### src/rtl/ysyx_22041412_pkg.sv
// Shared definitions for the ysyx_22041412 fetch unit: FSM encoding,
// reset fetch address and the NOP instruction word.
package ysyx_22041412_pkg;

  typedef enum logic [1:0] {
    S_REQ   = 2'd0,
    S_WAIT  = 2'd1,
    S_VALID = 2'd2
  } ifu_state_t;

  localparam logic [63:0] RESET_PC_DEFAULT = 64'h0000_0000_8000_0000;
  localparam logic [31:0] INSTR_NOP        = 32'h0000_0013;
  localparam logic [63:0] PC_STEP          = 64'd4;

  // Fetch addresses are always word aligned; the low two bits are cleared.
  function automatic logic [63:0] align_pc(input logic [63:0] pc);
    return pc & ~64'd3;
  endfunction

endpackage

### src/rtl/ysyx_22041412_ifu.sv
// Instruction fetch unit: issues one word fetch at a time, hands the word to
// decode with its PC, and handles redirects by dropping one stale response.
module ysyx_22041412_ifu
  import ysyx_22041412_pkg::*;
#(
  parameter logic [63:0] RESET_PC = RESET_PC_DEFAULT
) (
  input  logic        clk,
  input  logic        rst,
  output logic        imem_req_valid,
  input  logic        imem_req_ready,
  output logic [63:0] imem_addr,
  input  logic        imem_rsp_valid,
  input  logic [31:0] imem_rsp_data,
  input  logic        redirect_valid,
  input  logic [63:0] redirect_pc,
  output logic        out_valid,
  input  logic        out_ready,
  output logic [31:0] out_instr,
  output logic [63:0] out_pc
);

  ifu_state_t  r_state;
  ifu_state_t  w_state_nxt;
  logic [63:0] r_pc;
  logic [63:0] w_pc_nxt;
  logic        r_drop;
  logic        w_drop_nxt;
  logic [31:0] r_instr;
  logic [31:0] w_instr_nxt;
  logic [63:0] r_out_pc;
  logic [63:0] w_out_pc_nxt;
  logic [63:0] w_redirect_pc;

  assign w_redirect_pc = align_pc(redirect_pc);

  // Handshake outputs are masked by rst so nothing is presented in the reset cycle.
  assign imem_req_valid = (r_state == S_REQ) && !rst;
  assign imem_addr      = r_pc;
  assign out_valid      = (r_state == S_VALID) && !rst;
  assign out_instr      = r_instr;
  assign out_pc         = r_out_pc;

  // Next-state logic; a redirect outranks every other event in each state.
  always_comb begin
    w_state_nxt  = r_state;
    w_pc_nxt     = r_pc;
    w_drop_nxt   = r_drop;
    w_instr_nxt  = r_instr;
    w_out_pc_nxt = r_out_pc;
    case (r_state)
      S_REQ: begin
        if (redirect_valid) begin
          w_pc_nxt = w_redirect_pc;
          if (imem_req_ready) begin
            // Old-address request was accepted, so its response must be dropped.
            w_state_nxt = S_WAIT;
            w_drop_nxt  = 1'b1;
          end else begin
            w_state_nxt = S_REQ;
          end
        end else if (imem_req_ready) begin
          w_state_nxt = S_WAIT;
        end else begin
          w_state_nxt = S_REQ;
        end
      end
      S_WAIT: begin
        if (redirect_valid) begin
          w_pc_nxt = w_redirect_pc;
          if (imem_rsp_valid) begin
            w_drop_nxt  = 1'b0;
            w_state_nxt = S_REQ;
          end else begin
            w_drop_nxt  = 1'b1;
          end
        end else if (imem_rsp_valid) begin
          if (r_drop) begin
            w_drop_nxt  = 1'b0;
            w_state_nxt = S_REQ;
          end else begin
            w_instr_nxt  = imem_rsp_data;
            w_out_pc_nxt = r_pc;
            w_pc_nxt     = r_pc + PC_STEP;
            w_state_nxt  = S_VALID;
          end
        end else begin
          w_state_nxt = S_WAIT;
        end
      end
      S_VALID: begin
        if (redirect_valid) begin
          w_pc_nxt    = w_redirect_pc;
          w_state_nxt = S_REQ;
        end else if (out_ready) begin
          w_state_nxt = S_REQ;
        end else begin
          w_state_nxt = S_VALID;
        end
      end
      default: begin
        w_state_nxt = S_REQ;
        w_drop_nxt  = 1'b0;
      end
    endcase
  end

  // State, PC, drop flag and decode output registers.
  always_ff @(posedge clk) begin
    if (rst) begin
      r_state  <= S_REQ;
      r_pc     <= RESET_PC;
      r_drop   <= 1'b0;
      r_instr  <= INSTR_NOP;
      r_out_pc <= 64'd0;
    end else begin
      r_state  <= w_state_nxt;
      r_pc     <= w_pc_nxt;
      r_drop   <= w_drop_nxt;
      r_instr  <= w_instr_nxt;
      r_out_pc <= w_out_pc_nxt;
    end
  end

endmodule

### config.mk
export PLATFORM = sky130hd
export DESIGN_NAME = ysyx_22041412_ifu
export DESIGN_NICKNAME = d
export VERILOG_FILES = /design/src/rtl/ysyx_22041412_pkg.sv /design/src/rtl/ysyx_22041412_ifu.sv
export SDC_FILE = /design/constraint.sdc
export NUM_CORES = 1
export LEC_CHECK = 0
export CAP_MARGIN = 20
export CORE_ASPECT_RATIO = 1.5
export CORE_MARGIN = 1
export CORE_UTILIZATION = 49
export CTS_CLUSTER_SIZE = 40
export DETAILED_ROUTE_END_ITERATION = 8
export PLACE_DENSITY = 0.92
export SYNTH_ARGS = -nofsm -noshare
export SYNTH_HDL_FRONTEND = slang
export SYNTH_SLANG_ARGS = --single-unit
### constraint.sdc
create_clock -name clk -period 6.4 [get_ports clk]
set_clock_uncertainty 0.05 [all_clocks]
set_input_delay 1.28 -clock clk [delete_from_list [all_inputs] [get_ports clk]]
set_output_delay 1.28 -clock clk [all_outputs]
set_load 0.02 [all_outputs]
==> results.ini <==
[setup_path]
setup.worst_path.start = rst
critical_path.slowest_cell = clkdlybuf4s50_1
timing.critical_path.buf_inv = 2
worst_path_dominant_cell_family = buffers and inverters
worst-setup-path-type = primary input to output port
critical_path_maximum_fanout = 54
data_arrival_critical_path_ns = 2.47
critical-path-max-stage-delay_ns = 0.56
worst-endpoint-required_ns = 5.07
worst_setup_path_end_kind = output port
crit_chain = buf_4, nor3_1, clkdlybuf4s50_1
r2r_start = imem_addr[11]
worst_setup_path_start_kind = primary input

[clock_tree]
ctsLongestPathBuffers = 2
holdBufCountCts = 0
cts_tree = yes
cts.root.buffer_cell = clkbuf_16
cts_htree_levels = 4
post_cts.resized_instances = 0
cts.clk_slew.worst_paths_ns = 0.07
cts_made_buffers = 17
post_cts_setup_bufs = 0
clock_sinks = 159
worst_skew_pair.late_latency_ns = 0.43

[placed_design]
dp_hpwl_um = 17000
placed_cells_incl_taps = 1391
port-buffer-count = 257
post_dp_cell_area_um2 = 10100
gp_congestion = 0.852

[worst_hold_path]
hold_path_startpoint = out_instr[21]
worstHoldPathType = flip-flop to flip-flop

[detailed_routing]
drt-pass1-iter-count = 6
initialDrtViolationCount = 521
via_per_inst = 6.01
drt_drc = 0
final_antenna_net_count = 0
post_detailed_routing_wire_length_um = 25600
vias = 8546
wire_per_inst_um = 18.0

[floorplan]
die_extent_in_y_um = 154
floorplan_core_area_um2 = 15100
fp.dieArea_um2 = 15900
design.portCount = 264
floorplan.rows = 55
chipWidth_um = 103
initial_core_util = 0.500

[final_layout]
insertedDiodeCount = 0
nNetsFinal = 1314
finish.cell_count_without_fillers = 1423
fin_area_um2 = 10700
area.growth.synth_to_final_pct = 42.4
drive_gt1_frac = 0.0507
fill_cells = 1121

[sta]
timing.final.setup_violations = 0
layout_worst_path_cycle_share = 0.594
final-max-slew-violation-count = 0
worst-slew-pin-transition_ns = 0.950
period_minus_slack_ns = 3.80
max_freq_mhz = 263
final-hold-violation-count = 0
grt_setup_unrepaired = false
worst_slew_margin_relative_to_its_limit = 0.362
fin_setup_tns_ns = 0

[power]
cellInternalPower_w = 0.00174
clock_power_share = 0.414
pwr-share-comb = 0.145
pwr-share-seq = 0.441
static_leakage_nw = 3.66
netSwitchingPower_w = 0.000742
pwr_density_cell_nw_per_um2 = 231
swShare = 0.299
ir_worst_vdd_mv = 0.152

[logic_synthesis]
dominantRegCellSynth = dfxtp_1
post_synth_edffs = 0
netlist_area_um2 = 7540
synth_seq_area_share = 0.422
synth_async_sr_flop_share = 0
synth.lib_cells_used.distinct = 60
synth_seq_cells = 159
synthesis.instances = 1008
synth.yosys.warnings = 0
syn_avg_cell_area_um2 = 7.48

[global_routing]
number_of_antenna_violations_at_the_first_check_in_global_routing = 0
maximum_number_of_pins_on_one_net_before_global_route_repair = 98
first_global_vias = 8039
globalRouteTotalUtil = 0.324
grt_first_pass_wirelength_um = 40600
grt_remaining_overflow = 0

[run]
maxCapViolCount = 0

[status]
status = complete, no violations

==> cells in the mapped netlist, drive strengths merged (5+ instances only) <==
master	count	area [um2]
a211oi	12	90.1
a311oi	6	52.6
and2	13	81.3
nand4	31	213
dfxtp	159	3180
and3	17	106
a21o	5	37.5
nor3	22	110
a31oi	19	119
a21oi	137	686
nand2	258	968
a22oi	13	97.6
o22ai	8	50.1
nor2	44	165
o21ai	32	160
or4	8	63.8
buf	22	126
o211ai	8	60.1
and4	8	71.3
o31ai	7	52.6
a221oi	6	52.6
inv	5	18.8
nor4	10	77.6
nand3	39	195
or3	6	37.5
a32oi	10	87.6
clkbuf	68	256
==> tightest hold or removal path: stages, from the launching register on <==
cell     delay, ns
dfxtp_1       0.31
nand2_1       0.05
a21oi_1       0.05
==> layout make-up <==
type	count	area [um2]	share of cell area
multi-input cells	757	4000	0.372
well taps	199	249	0.0232
clock buffers	18	439	0.0409
repair buffers	271	2690	0.250
inverters	5	18.8	0.00175
clock inverters	14	160	0.0149
flip-flops and latches	159	3180	0.297
==> cells in the final DEF (no fill, tap or decap), types with 4 or more instances in the layout <==
cell type        synthesis  final
a21oi_1                137    137
o211ai_1                 8      8
buf_4                    8     14
a311oi_1                 6      6
a22oi_1                 13     13
inv_8                    0      6
nand4_1                 28     28
or3_1                    6      6
and4_1                   7      7
a21o_1                   5      5
conb_1                   1      4
nor3_1                  22     22
clkinv_4                 0      4
nand2_1                258    258
o31ai_1                  7      7
clkbuf_16                0     17
dfxtp_1                159    159
a221oi_1                 6      6
clkdlybuf4s50_1          0    256
o22ai_1                  8      8
nor2_1                  44     43
nor4_1                   9      9
or4_1                    7      6
nand3_1                 39     39
a32oi_1                 10     10
a211oi_1                12     12
inv_1                    5      5
o21ai_0                 31     31
and3_1                  17     17
and2_1                  12     12
a31oi_1                 19     19
==> sequential cells by signal (all words and copies together) (netlist names) <==
register / count
imem_addr: 62
out_pc: 62
out_instr: 32
r_state: 2
r_drop: 1
==> routing by layer <==
| metal | up-vias | track usage | part of all wire |
|---|---|---|---|
| met1 | 3987 | 0.373 | 0.37 |
| met5 | - | 0 | 0 |
| li1 | 4011 | - | - |
| met3 | 121 | 0.0609 | 0.069 |
| met4 | 0 | 0.189 | 0.048 |
| met2 | 427 | 0.547 | 0.51 |
==> stage by stage <==
step,total power [W],hold WS [ns],util,setup WS (ns)
finish,0.00248,0.404,0.712,2.60
global route,0.00257,0.421,0.712,2.54
CTS,0.00249,0.405,0.712,2.62
detailed placement,0.00147,0.395,0.672,2.33
global placement,0.00146,0.391,0.672,2.31
floorplan,0.00129,0.408,-,2.99
==> path summary, 6_finish.rpt <==
path	to	slack, ns	cells past startpoint
max reg2reg	imem_addr[49]	3.41	6
min	out_instr[21]	0.40	2
max	out_valid	2.60	3
min reg2reg	out_instr[21]	0.40	2
==> logic make-up (layout without fill, tap and decap cells) <==
family,Yosys count,count (layout),share of synthesized area
other,1,4,0.000498
adder cells (fa/ha/maj),1,1,0.00166
buffers and inverters,95,308,0.0533
flip-flops,159,159,0.422
AND/OR/NAND/NOR,466,466,0.290
multiplexers,3,3,0.00398
AO/OA/AOI/OAI,283,283,0.229
==> power by group through the flow <==
stage,Clock [W],Sequential (W),Combinational [W]
5_1_grt,0.00108,0.00110,0.000386
3_3_place_gp,0,0.00111,0.000351
3_5_place_dp,0,0.00111,0.000357
4_1_cts,0.00104,0.00109,0.000359
2_1_floorplan,0,0.00114,0.000148
6_report,0.00103,0.00109,0.000360
(Power assumes the default switching activity.)
